==> src/rtl/sram_ctrl.sv <==
// sram_ctrl: sequencer for the SRAM macro (write driver, cell array, sense amp).
// Takes single-word read/write requests on a valid/ready handshake and produces
// wordline, write-driver, precharge and sense-amp timing. Each request ends
// with a one-cycle response pulse.
module sram_ctrl #(
  parameter int unsigned ROWS    = 2,
  parameter int unsigned COLS    = 8,
  parameter int unsigned ADDR_W  = 1,
  parameter int unsigned PRE_CYC = 2,
  parameter int unsigned WL_CYC  = 10,
  parameter int unsigned REC_CYC = 2
) (
  input  logic              clk,
  input  logic              rst,
  input  logic              req_valid,
  output logic              req_ready,
  input  logic              req_we,
  input  logic [ADDR_W-1:0] req_addr,
  input  logic [COLS-1:0]   req_wdata,
  output logic              rsp_valid,
  output logic              rsp_err,
  output logic [COLS-1:0]   rsp_rdata,
  output logic [ROWS-1:0]   row_wr,
  output logic [ROWS-1:0]   row_rd,
  output logic [COLS-1:0]   wr_data,
  output logic              wr_en,
  output logic              pre_en,
  output logic              sa_en,
  input  logic [COLS-1:0]   sa_data
);

  localparam int unsigned MAX_PW  = (WL_CYC > REC_CYC) ? WL_CYC : REC_CYC;
  localparam int unsigned MAX_CYC = (PRE_CYC > MAX_PW) ? PRE_CYC : MAX_PW;
  localparam int unsigned CNT_W   = $clog2(MAX_CYC + 1);

  typedef enum logic [2:0] {
    IDLE     = 3'd0,
    WR_SETUP = 3'd1,
    WR_PULSE = 3'd2,
    PRE      = 3'd3,
    RD_PULSE = 3'd4,
    SENSE    = 3'd5,
    RECOVER  = 3'd6,
    DONE     = 3'd7
  } state_e;

  state_e              state_q, state_d;
  logic [CNT_W-1:0]    cnt_q, cnt_d;
  logic [ADDR_W-1:0]   addr_q, addr_d;
  logic [COLS-1:0]     wdata_q, wdata_d;
  logic [COLS-1:0]     rdata_q, rdata_d;
  logic                err_q, err_d;

  logic                addr_oor;
  logic                cnt_last;
  logic [ROWS-1:0]     row_sel;

  // Request address beyond the array, and end-of-phase detect for the down-counter.
  always_comb begin
    addr_oor = (32'(req_addr) >= ROWS);
    cnt_last = (cnt_q == CNT_W'(1));
  end

  // One-hot decode of the captured row address.
  always_comb begin
    row_sel = '0;
    for (int unsigned r = 0; r < ROWS; r++) begin
      row_sel[r] = (32'(addr_q) == r);
    end
  end

  // State register and captured request / response data.
  always_ff @(posedge clk) begin
    if (rst) begin
      state_q <= IDLE;
      cnt_q   <= '0;
      addr_q  <= '0;
      wdata_q <= '0;
      rdata_q <= '0;
      err_q   <= 1'b0;
    end else begin
      state_q <= state_d;
      cnt_q   <= cnt_d;
      addr_q  <= addr_d;
      wdata_q <= wdata_d;
      rdata_q <= rdata_d;
      err_q   <= err_d;
    end
  end

  // Next-state, phase counter and data capture.
  always_comb begin
    state_d = state_q;
    cnt_d   = cnt_q;
    addr_d  = addr_q;
    wdata_d = wdata_q;
    rdata_d = rdata_q;
    err_d   = err_q;

    unique case (state_q)
      IDLE: begin
        if (req_valid) begin
          addr_d  = req_addr;
          wdata_d = req_wdata;
          err_d   = addr_oor;
          if (addr_oor) begin
            state_d = DONE;
          end else if (req_we) begin
            state_d = WR_SETUP;
          end else begin
            state_d = PRE;
            cnt_d   = CNT_W'(PRE_CYC);
          end
        end
      end
      WR_SETUP: begin
        state_d = WR_PULSE;
        cnt_d   = CNT_W'(WL_CYC);
      end
      WR_PULSE: begin
        if (cnt_last) begin
          state_d = RECOVER;
          cnt_d   = CNT_W'(REC_CYC);
        end else begin
          cnt_d = cnt_q - CNT_W'(1);
        end
      end
      PRE: begin
        if (cnt_last) begin
          state_d = RD_PULSE;
          cnt_d   = CNT_W'(WL_CYC);
        end else begin
          cnt_d = cnt_q - CNT_W'(1);
        end
      end
      RD_PULSE: begin
        if (cnt_last) begin
          state_d = SENSE;
        end else begin
          cnt_d = cnt_q - CNT_W'(1);
        end
      end
      SENSE: begin
        rdata_d = sa_data;
        state_d = RECOVER;
        cnt_d   = CNT_W'(REC_CYC);
      end
      RECOVER: begin
        if (cnt_last) begin
          state_d = DONE;
        end else begin
          cnt_d = cnt_q - CNT_W'(1);
        end
      end
      DONE: begin
        state_d = IDLE;
        err_d   = 1'b0;
      end
      default: state_d = IDLE;
    endcase
  end

  // Macro controls and response decoded from the registered state.
  always_comb begin
    req_ready = 1'b0;
    rsp_valid = 1'b0;
    rsp_err   = 1'b0;
    rsp_rdata = rdata_q;
    row_wr    = '0;
    row_rd    = '0;
    wr_data   = '0;
    wr_en     = 1'b0;
    pre_en    = 1'b0;
    sa_en     = 1'b0;

    unique case (state_q)
      IDLE:     req_ready = 1'b1;
      WR_SETUP: begin
        wr_data = wdata_q;
        wr_en   = 1'b1;
      end
      WR_PULSE: begin
        wr_data = wdata_q;
        wr_en   = 1'b1;
        row_wr  = row_sel;
      end
      PRE:      pre_en = 1'b1;
      RD_PULSE: row_rd = row_sel;
      SENSE: begin
        row_rd = row_sel;
        sa_en  = 1'b1;
      end
      RECOVER:  ;
      DONE: begin
        rsp_valid = 1'b1;
        rsp_err   = err_q;
      end
      default:  ;
    endcase
  end

endmodule

==> config.mk <==
export PLATFORM = sky130hd
export DESIGN_NAME = sram_ctrl
export DESIGN_NICKNAME = d
export VERILOG_FILES = /design/src/rtl/sram_ctrl.sv
export SDC_FILE = /design/constraint.sdc
export NUM_CORES = 1
export LEC_CHECK = 0
export BUFFER_PORTS_ARGS = -buffer_cell sky130_fd_sc_hd__buf_2
export CORE_ASPECT_RATIO = 1.25
export CORE_MARGIN = 3
export CORE_UTILIZATION = 45
export CTS_CLUSTER_SIZE = 28
export DETAILED_ROUTE_END_ITERATION = 7
export PLACE_DENSITY = 0.73
export SLEW_MARGIN = 20
export SYNTH_ARGS = -nofsm -noshare
export SYNTH_HDL_FRONTEND = slang
export SYNTH_SLANG_ARGS = --single-unit
==> constraint.sdc <==
create_clock -name clk -period 2.8 [get_ports clk]
set_clock_uncertainty 0.1 [all_clocks]
set_input_delay 0.28 -clock clk [delete_from_list [all_inputs] [get_ports clk]]
set_output_delay 0.28 -clock clk [all_outputs]
set_load 0.005 [all_outputs]
Yosys cells after proc, flatten, opt, wreduce, memory -nomap -nowiden
Index checks and enable logic that the tools add are counted.
{ "word_totals": {"reg_bits": 25, "latch_bits": 0, "mem_bits_rw": 0, "romBits": 0, "in_bits": 21, "out_inout_bits": 26, "word_cells": 57, "n_memories": 0} }
{ "op_classes": {"add_sub_neg": 1, "n_mul": 0, "div_mod_pow": 0, "n_lt_le_gt_ge": 0, "eq_ne": 15, "shift": 0, "n_mux": 24, "bitwise_logic": 1, "reduce_logical": 10} }
{ "op_table": {"columns": ["cell", "n"], "rows": [
  ["$pmux 3 s8", 1],
  ["$pmux 4 s6", 1],
  ["$mux 4", 5],
  ["$mux 3", 5],
  ["$ne 2x2->1 const B", 7],
  ["$eq 3x3->1 const B", 4],
  ["$mux 8", 1],
  ["$mux 1", 7],
  ["$eq 3x2->1 const B", 2],
  ["$mux 2", 3],
  ["$reduce_bool 6->1", 1],
  ["$reduce_or 2->1", 3],
  ["$reduce_and 5->1", 1],
  ["$eq 4x1->1 const B", 1],
  ["$reduce_and 2->1", 2],
  ["$reduce_and 4->1", 1],
  ["$sub 4x1->4 const B", 1],
  ["$eq 3x1->1 const B", 1],
  ["$logic_not 3->1", 1],
  ["$pmux 1 s2", 1],
  ["$reduce_bool 2->1", 1],
  ["$not 1->1", 1]
]} }

Longest topological paths before layout
Gate-level depths: netlist of run 1.
{ "depth": {"depth_word": 4, "mapped_depth": 7, "mapped_depth_nobuf": 6} }

Least setup slack after synthesis of run 1
OpenSTA, ideal clock, no wires.
{ "synth_path": {"path_type": "flip-flop to flip-flop", "from": "register state_q[0]", "to": "register state_q[1]", "setup_time_ns": 0.123, "t_arrival_ns": 1.766, "required_time_ns": 2.577, "slack_ns": 0.811, "path_stages_with_launch": 8, "path_buffers": 1, "period_less_slack_ns": 1.989, "path_cell_list": "dfxtp_1 -> inv_1 -> ha_1 -> buf_4 -> a2111oi_2 -> mux2i_1 -> nor2_1 -> mux2_1"} }
{ "synth_between": {"elab_chain_len": 3, "word_cells_on_any_way": 15, "classes_between": "12 x eq/ne; 1 x mux; 2 x reduce/logical"} }
{ "synth_lines": {"columns": ["item", "line_no", "source"], "rows": [
  ["start, declared", "47", "state_e state_q, state_d;"],
  ["start signal, assigned", "82", "state_q <= state_d;"],
  ["$eq 3x3->1, or another cell as far along", "100", "unique case (state_q)"],
  ["$ne 2x2->1 (no source line)", null, null],
  ["$reduce_and 5->1 (no source line)", null, null]
]} }
Parallel ways exist; a longest one is shown, timed or not.
A chain may end at the register's enable or synchronous reset.

Worst setup path after layout of run 1
{ "layout_path": {"from": "register state_q[0]", "to": "output wr_data[4]"} }
{ "layout_between": {"elab_chain_len": 3, "word_cells_on_any_way": 4, "classes_between": "2 x eq/ne; 1 x mux; 1 x reduce/logical"} }
{ "layout_lines": {"columns": ["item", "line_no", "source"], "rows": [
  ["$eq 3x2->1 / $eq 3x1->1 (equally long branches)", "176", "unique case (state_q)"],
  ["$reduce_or 2->1 (no source line) *", null, null],
  ["$mux 8 *", "176", null],
  ["end, declared", "25", "output logic [COLS-1:0] wr_data,"]
]} }
Mark *: on every way between the ends. The rest lies on a longest branch, timed or not.

==> results of run 1 <==
[flip-flops by register name (all words and copies together), names as in the netlist]
register,cells
state_q,3
rsp_rdata,8
cnt_q,4
addr_q,1
wdata_q,8
[cell type report]
type	instances	area, um^2	share of cell area
Timing Repair Buffer	46	233	0.141
Tap cell	34	42.5	0.0257
Multi-Input combinational cell	133	807	0.488
Clock inverter	1	30.0	0.0182
Sequential cell	24	480	0.291
Inverter	10	37.5	0.0227
Clock buffer	3	22.5	0.0136
[cells by family (layout without fill, tap and decap cells)]
kind of cell | after synthesis | after routing | share of synthesized area
AOI/OAI and AO/OA | 46 | 46 | 0.230
adders and majority gates | 6 | 6 | 0.0543
buffers and inverters | 21 | 60 | 0.0688
DFF | 24 | 24 | 0.348
muxes | 3 | 3 | 0.0226
other | 1 | 1 | 0.00271
and+or+nand+nor | 77 | 77 | 0.274
[cells in the mapped netlist (all sizes together) (2+ instances only)]
cell type  instances
a2111oi            2
o21bai             2
nor3b              3
nor2              13
ha                 6
o22ai              2
mux2i              2
and2               9
nand3             10
dfxtp             24
nor2b              2
nor3               2
inv                9
nand2             29
a211oi             5
buf                6
clkbuf             5
o21ai              3
a21oi             22
nand2b             4
[through the flow]
stage	power, uW	std cells
after floorplan	982	178
after global placement	1120	247
after detailed placement	1140	247
after CTS	1400	251
after global routing	1500	251
final	1390	251
[report_power, final]
part           switching, uW  leakage (uW)  internal [uW]
Combinational            367      0.000529            292
Sequential              73.2      0.000196            404
Clock                    108     0.0000279            145
Total                    549      0.000753            840
[cell usage in the layout, fill, tap and decap left out, types with 2 or more instances in the layout]
cell      netlist  final
a211oi_1        5      5
a21oi_1        22     22
and2_1          9      9
buf_2           3     45
clkbuf_4        0      3
dfxtp_1        24     24
ha_1            6      6
inv_1           9      9
mux2i_1         2      2
nand2_1        29     29
nand2b_1        4      4
nand3_1        10     10
nor2_1         12     12
nor2b_1         2      2
nor3_1          2      2
nor3b_1         2      2
o21ai_1         2      2
o21bai_1        2      2
o22ai_1         2      2
[final timing paths]
path	to	slack [ns]	cells past startpoint
worst max-delay path	wr_data[4]	0.42	6
worst min-delay path	rsp_rdata[5]	0.08	3
worst max register to register	state_q[1]	0.63	6
worst min register to register	rsp_rdata[0]	0.36	2
[tightest hold or removal path: stages]
cell,delay (ns)
buf_2,0.09
nand2_1,0.05
a21oi_1,0.05
[per-layer routing]
metal | up-vias | global-route usage
met4 | 0 | 0.0638
met1 | 625 | 0.180
met5 | - | 0
met3 | 5 | 0.0340
met2 | 33 | 0.336
li1 | 687 | -
==> impl_metrics.yaml, run 1 <==
clocking:
  cts-htree-levels: 1
  clkLatencyLatePin_ns: 0.32
  cts_root_buffer: "clkbuf_4"
  numCtsBuffers: 3
  cts_tree: "yes"
  ctsResizeCount: 0
  post-cts-setup-buffers: 0
  holdBufCountCts: 0
  max-clock-path-buffers: 2
  clk_pin_slew_ns: 0.13
  clock_sinks: 24
cells_and_area:
  syn2layout_area_growth_pct: 19.5
  diodes: 0
  nets: 245
  num-fill-cells: 266
  stdcell_area_mm2: 0.00165
  drive_gt1_frac: 0.267
  utilization: 0.588
route:
  wirelength_met1_mm: 1.29
  wl_met3_um: 155
  antenna_left: 0
  drt_iter0_drc: 30
  routedWlPerCell_um: 12.7
  vias_per_cell: 5.38
  vias: 1350
  dr.pass1.iters: 4
  routed_wl_mm: 3.19
  top_layer: "met4"
  met2_wirelength_mm: 1.70
  post-route-drc-count: 0
timing:
  worst_pin_slew_ns: 0.606
  fin_setup_tns_ns: 0
  hold_violations: 0
  worst_slack_ns: 0.419
  layout_min_cycle_time_ns: 2.38
  slew_viol_final: 0
  slew_headroom: 0.595
  fmax_ghz: 0.420
  setup_viol: 0
  fin_crit_sh: 0.850
  rsz0062_at_grt: "no"
  whs_ns: 0.0815
critical_path:
  crit_start: "state_q[0]"
  cp_slowest_stage_delay_ns: 0.43
  crit_path_top_delay_cell: "ha_1"
  crit_buf_inv: 2
  required_ns: 2.42
  arrival_ns: 2.00
  worstSetupPathType: "register to primary output"
  crit_path_start_kind: "register"
  crit_family: "simple AND/OR/NAND/NOR gates"
  cp_max_fo: 12
  endpoint_kind: "primary output"
  cpMostUsedCell: "nor2_1"
  regToRegStartpoint: "state_q[0]"
  cp_cell_sequence: "inv_1 > ha_1 > nor2_1 > nor2_1 > and2_1 > buf_2"
floorplanning:
  rows: 21
  fp.dieW_um: 55.6
  start_util: 0.492
  pin_count: 47
  coreArea_mm2: 0.00281
  die-area_mm2: 0.00378
  die_h_um: 68.0
place:
  port_buffers: 45
  pre_cts_ws_ns: 0.655
  dp_hpwl_mm: 2.44
  place.gp.congestion: 0.803
  place_area_mm2: 0.00160
grt:
  grt_overflow: 0
  grt_usage: 0.171
  grt_max_degree: 29
  grt_pass1_wl_mm: 5.17
  antenna_found_initial: 0
  grt_pass1_vias: 1233
pwr:
  total_leakage_power_uw: 0.000753
  vdd_drop_max_mv: 0.466
  p_per_area_mw_per_mm2: 840
outcome:
  status: "complete, no violations"
synthesis:
  synth-edff-count: 0
  yosys_warnings: 0
  ys_seq_area_frac: 0.348
  synth-seq-cells: 24
  synth_nets: 205
  yosys-top-cells-area: "dfxtp_1 (35%), a21oi_1 (8.0%), nand2_1 (7.9%), ha_1 (5.4%), and2_1 (4.1%)"
  synthCells: 178
  syn_area_mm2: 0.00138
  avgSynthCellArea_um2: 7.77
  postSynth.asyncResetShare: 0
  synth_top_cell_area_share: 0.348
  ys_types: 44
  ys_dominant_reg_cell: "dfxtp_1"
  synth_largest_area_cell: "dfxtp_1"
hold_path:
  hold_class: "input port to register"
  worstHoldStart: "sa_data[5]"
flow_run:
  drv_cap: 0
Power figures use the tool's default switching activity.
==> inputs of run 2 (changes only) <==
- PLACE_DENSITY: 0.73 -> default
- PLACE_DENSITY_LB_ADDON: default -> 0.3
==> run 2 against run 1 <==
Compared with the run above: die area unchanged; critical path type unchanged; non-clock buffer count unchanged; clock power about the same; sequential share of layout area unchanged; global-route usage decreased by 0.89 points; sequential power about the same; clock-buffer cell count unchanged; highest routed layer unchanged; register-to-register slack improved by 0.07 ns; design area unchanged; routed wire length decreased by 4.7%; core utilization unchanged.
==> impl_metrics.yaml, run 2 (synthesis results as in run 1) <==
grt:
  grt_max_degree: 29
  grt_pass1_wl_mm: 4.93
  grt_usage: 0.162
  grt_overflow: 0
  grt_pass1_vias: 1131
  antenna_found_initial: 0
route:
  vias_per_cell: 5.30
  post-route-drc-count: 0
  routedWlPerCell_um: 12.1
  drt_iter0_drc: 36
  dr.pass1.iters: 5
  routed_wl_mm: 3.04
  antenna_left: 0
  vias: 1330
cells_and_area:
  multi_input_area_um2: 807
  fin_cells: 251
  syn2layout_area_growth_pct: 19.5
  final_common_cell: "buf_2"
  drive_gt1_frac: 0.267
  diodes: 0
  nets: 245
  num-fill-cells: 268
  regArea_um2: 480
  final_cell_mix: "buf_2 (45), nand2_1 (29), dfxtp_1 (24)"
clocking:
  clock_sinks: 24
  cts_root_buffer: "clkbuf_4"
  holdBufCountCts: 0
  ctsResizeCount: 0
  cts-htree-levels: 1
  clkLatencyLatePin_ns: 0.31
  clk_pin_slew_ns: 0.13
  cts_tree: "yes"
  max-clock-path-buffers: 2
  numCtsBuffers: 3
  post-cts-setup-buffers: 0
critical_path:
  cp_max_fo: 9
  crit_path_start_kind: "register"
  arrival_ns: 1.96
  endpoint_kind: "primary output"
  required_ns: 2.42
  worstSetupPathType: "register to primary output"
outcome:
  status: "complete, no violations"
timing:
  hold_violations: 0
  fin_setup_tns_ns: 0
  slew_headroom: 0.598
  rsz0062_at_grt: "no"
  fin_crit_sh: 0.837
  setup_viol: 0
  slew_viol_final: 0
  layout_min_cycle_time_ns: 2.34
  fmax_ghz: 0.427
  worst_pin_slew_ns: 0.602
pwr:
  seqPwrFrac: 0.345
  swShare: 0.392
  total_leakage_power_uw: 0.000753
  vdd_drop_max_mv: 0.515
  p_int_uw: 840
  p_per_area_mw_per_mm2: 836
  power.switching_uw: 542
  combinationalPowerShare: 0.474
  clkPwrFrac: 0.182
floorplanning:
  pin_count: 47
  start_util: 0.492
  fp.dieW_um: 55.6
  die-area_mm2: 0.00378
  die_h_um: 68.0
  rows: 21
  coreArea_mm2: 0.00281
place:
  dp.cells: 247
  place.gp.congestion: 0.843
  port_buffers: 45
  dp_hpwl_mm: 2.27
hold_path:
  hold_class: "input port to register"
flow_run:
  drv_cap: 0
run 2: metal layers:
layer / vias up / routed length [um] / global-route usage
met5: - / 0 / 0
met4: 0 / 14 / 0.0547
met3: 2 / 217 / 0.0377
met2: 51 / 1450 / 0.274
met1: 582 / 1360 / 0.204
li1: 695 / - / -
run 2: power groups by stage:
| stage | logic, uW | registers, uW | clock network [uW] |
|---|---|---|---|
| final | 655 | 476 | 251 |
| after global routing | 729 | 489 | 272 |
| after CTS | 657 | 475 | 256 |
| after detailed placement | 654 | 483 | 0 |
| after global placement | 651 | 484 | 0 |
| after floorplan | 525 | 457 | 0 |
run 2: worst paths after layout:
| check | from | to | slack [ns] | depth (start not counted) |
|---|---|---|---|---|
| setup reg to reg | state_q[0] | state_q[1] | 0.70 | 6 |
| hold / removal | sa_data[0] | rsp_rdata[0] | 0.08 | 3 |
| hold reg to reg | wdata_q[4] | wdata_q[4] | 0.36 | 2 |
| setup / recovery | state_q[1] | sa_en | 0.46 | 5 |
run 2: per-stage QoR:
stage               hold slack, ns  instance area, um^2  setup WS, ns  utilization  total power, uW
CTS                         0.0785                 1650         0.447        0.588             1390
global placement             0.338                 1600         0.753        0.569             1130
global route                0.0755                 1650         0.275        0.588             1490
finish                      0.0844                 1650         0.457        0.588             1380
detailed placement           0.344                 1600         0.719        0.569             1140
floorplan                    0.316                 1380         0.811            -              982
run 2: critical path, stage by stage, from the launching register on:
cell	delay, ns
dfxtp_1	0.41
inv_1	0.10
ha_1	0.32
nand2_1	0.31
clkinv_1	0.30
buf_2	0.21
run 2: area by class of cell:
class	instances	share of cell area
Multi-Input combinational cell	133	0.488
Sequential cell	24	0.291
Timing Repair Buffer	46	0.141
Tap cell	34	0.0257
Inverter	10	0.0227
Clock inverter	1	0.0182
Clock buffer	3	0.0136
==> inputs of run 3 (changes only) <==
- clock period: 2.8 -> 2 ns (I/O delays scaled with it)
==> run 3 against run 2 <==
Compared with the run above: the flow now finishes with violations (hold timing); setup slack lost 0.42 ns; flip-flop and latch count unchanged; clock-buffer cell count stayed put; register-to-register slack got worse by 0.66 ns; sequential share of layout area down 3.8 points; non-clock buffer count is 25 higher; design area rose by 16%; global-route usage up 2.8 points; largest power group unchanged; worst hold slack worse by 0.096 ns; critical endpoint is now wr_data[1]; die area is the same; routed wire length grew 25%; first-iteration DRC count rose by 75%.
==> impl_metrics.yaml, run 3 (synthesis results as in run 1) <==
critical_path:
  required_ns: 1.70
  cpMostUsedCell: "buf_6"
  crit_path_top_delay_cell: "dfxtp_2"
  cp_cell_sequence: "inv_2 > ha_4 > buf_6 > nor2_4 > nor2_2 > buf_6 > and2_1 > buf_2"
  worst-path-stages: 8
  crit_buf_inv: 4
  crit_path_start_kind: "register"
  endpoint_kind: "primary output"
  arrival_ns: 1.66
  crit_family: "buffers and inverters"
  cp_max_fo: 7
  cp_slowest_stage_delay_ns: 0.37
  worstSetupPathType: "register to primary output"
  rr_worst_depth: 6
floorplanning:
  die-area_mm2: 0.00378
  rows: 21
  fp.dieW_um: 55.6
  die_h_um: 68.0
  coreArea_mm2: 0.00281
  pin_count: 47
  start_util: 0.492
place:
  place_area_mm2: 0.00168
  port_buffers: 45
  dp_hpwl_mm: 2.40
  pre_cts_ws_ns: 0.0513
  place.gp.congestion: 0.837
grt:
  grt_usage: 0.190
  grt_pass1_wl_mm: 5.66
  grt_overflow: 0
  grt_pass1_vias: 1285
  grt_max_degree: 29
  antenna_found_initial: 0
timing:
  slew_viol_final: 0
  slew_headroom: 0.608
  setup_viol: 0
  layout_min_cycle_time_ns: 1.96
  worst_pin_slew_ns: 0.587
  worst_slack_ns: 0.0376
  hold_violations: 3
  fin_crit_sh: 0.981
  rsz0062_at_grt: "yes"
  fmax_ghz: 0.510
  whs_ns: -0.0120
clocking:
  cts-htree-levels: 1
  clock_sinks: 24
  numCtsBuffers: 3
  cts_tree: "yes"
  max-clock-path-buffers: 2
  cts_root_buffer: "clkbuf_4"
  clk_pin_slew_ns: 0.15
  clkLatencyLatePin_ns: 0.33
pwr:
  p_per_area_mw_per_mm2: 1200
  vdd_drop_max_mv: 0.733
  finalPower_uw: 2300
  total_leakage_power_uw: 0.000882
flow_run:
  drv_cap: 0
route:
  vias_per_cell: 5.42
  post-route-drc-count: 0
  drt_iter0_drc: 63
  routedWlPerCell_um: 13.7
  vias: 1496
  antenna_left: 0
  routed_wl_mm: 3.79
  dr.pass1.iters: 4
cells_and_area:
  utilization: 0.684
  final_cell_mix: "buf_2 (46), nand2_1 (29), a21oi_1 (22), dfxtp_1 (22), buf_4 (13)"
  num-fill-cells: 232
  drive_gt1_frac: 0.347
  diodes: 0
  stdcell_area_mm2: 0.00192
  final_common_cell: "buf_2"
  nets: 270
  syn2layout_area_growth_pct: 39.0
outcome:
  violations: "hold timing"
  status: "finished, violations left"
hold_path:
  hold_class: "input port to register"
  whs_path_depth: 3
run 3: cell types whose count changed in the layout (fill, tap and decap cells not counted), sizes merged:
cell	before	now
buf	46	62
dlygate4sd3	0	9
run 3: layout make-up:
| type | count | area [um^2] | share of cell area |
|---|---|---|---|
| Sequential cell | 24 | 485 | 0.253 |
| Inverter | 10 | 37.5 | 0.0195 |
| Multi-Input combinational cell | 133 | 852 | 0.443 |
| Clock buffer | 3 | 22.5 | 0.0117 |
| Tap cell | 34 | 42.5 | 0.0221 |
| Timing Repair Buffer | 71 | 452 | 0.235 |
| Clock inverter | 1 | 30.0 | 0.0156 |
run 3: tightest hold or removal path: stages:
cell	delay, ns
buf_2	0.10
nand2_1	0.05
a21oi_1	0.05
run 3: report_power, final:
group | total, uW | switching (uW) | leakage [uW] | internal [uW]
combinational | 1260 | 625 | 0.000657 | 636
clock | 369 | 166 | 0.0000279 | 203
sequential | 674 | 102 | 0.000197 | 571
run 3: final timing paths:
path                            startpoint            to  slack (ns)
worst min-delay path            sa_data[7]  rsp_rdata[7]       -0.01
worst max register to register  state_q[1]    state_q[1]        0.04
worst max-delay path            state_q[1]    wr_data[1]        0.04
worst min register to register  wdata_q[6]    wdata_q[6]        0.36
run 3: layer usage:
| metal | track usage | share of wire |
|---|---|---|
| met1 | 0.217 | 0.41 |
| met2 | 0.343 | 0.51 |
| met3 | 0.0340 | 0.058 |
| met4 | 0.0973 | 0.023 |
| met5 | 0 | 0 |
run 3: repair_timing:
item / CTS / global route
endpoints found under the setup margin: 11 / 26
gates cloned: 0 / 1
hold buffers: 4 / 5
endpoints found under the hold margin: 4 / 5
buffers inserted: 1 / 4
gates resized for setup: 3 / 17
run 3: metrics by stage:
step	cells	setup TNS [ns]
after floorplan	178	0
after global placement	257	0
after detailed placement	257	0
after CTS	266	-0.0176
after global routing	276	-0.210
final	276	0
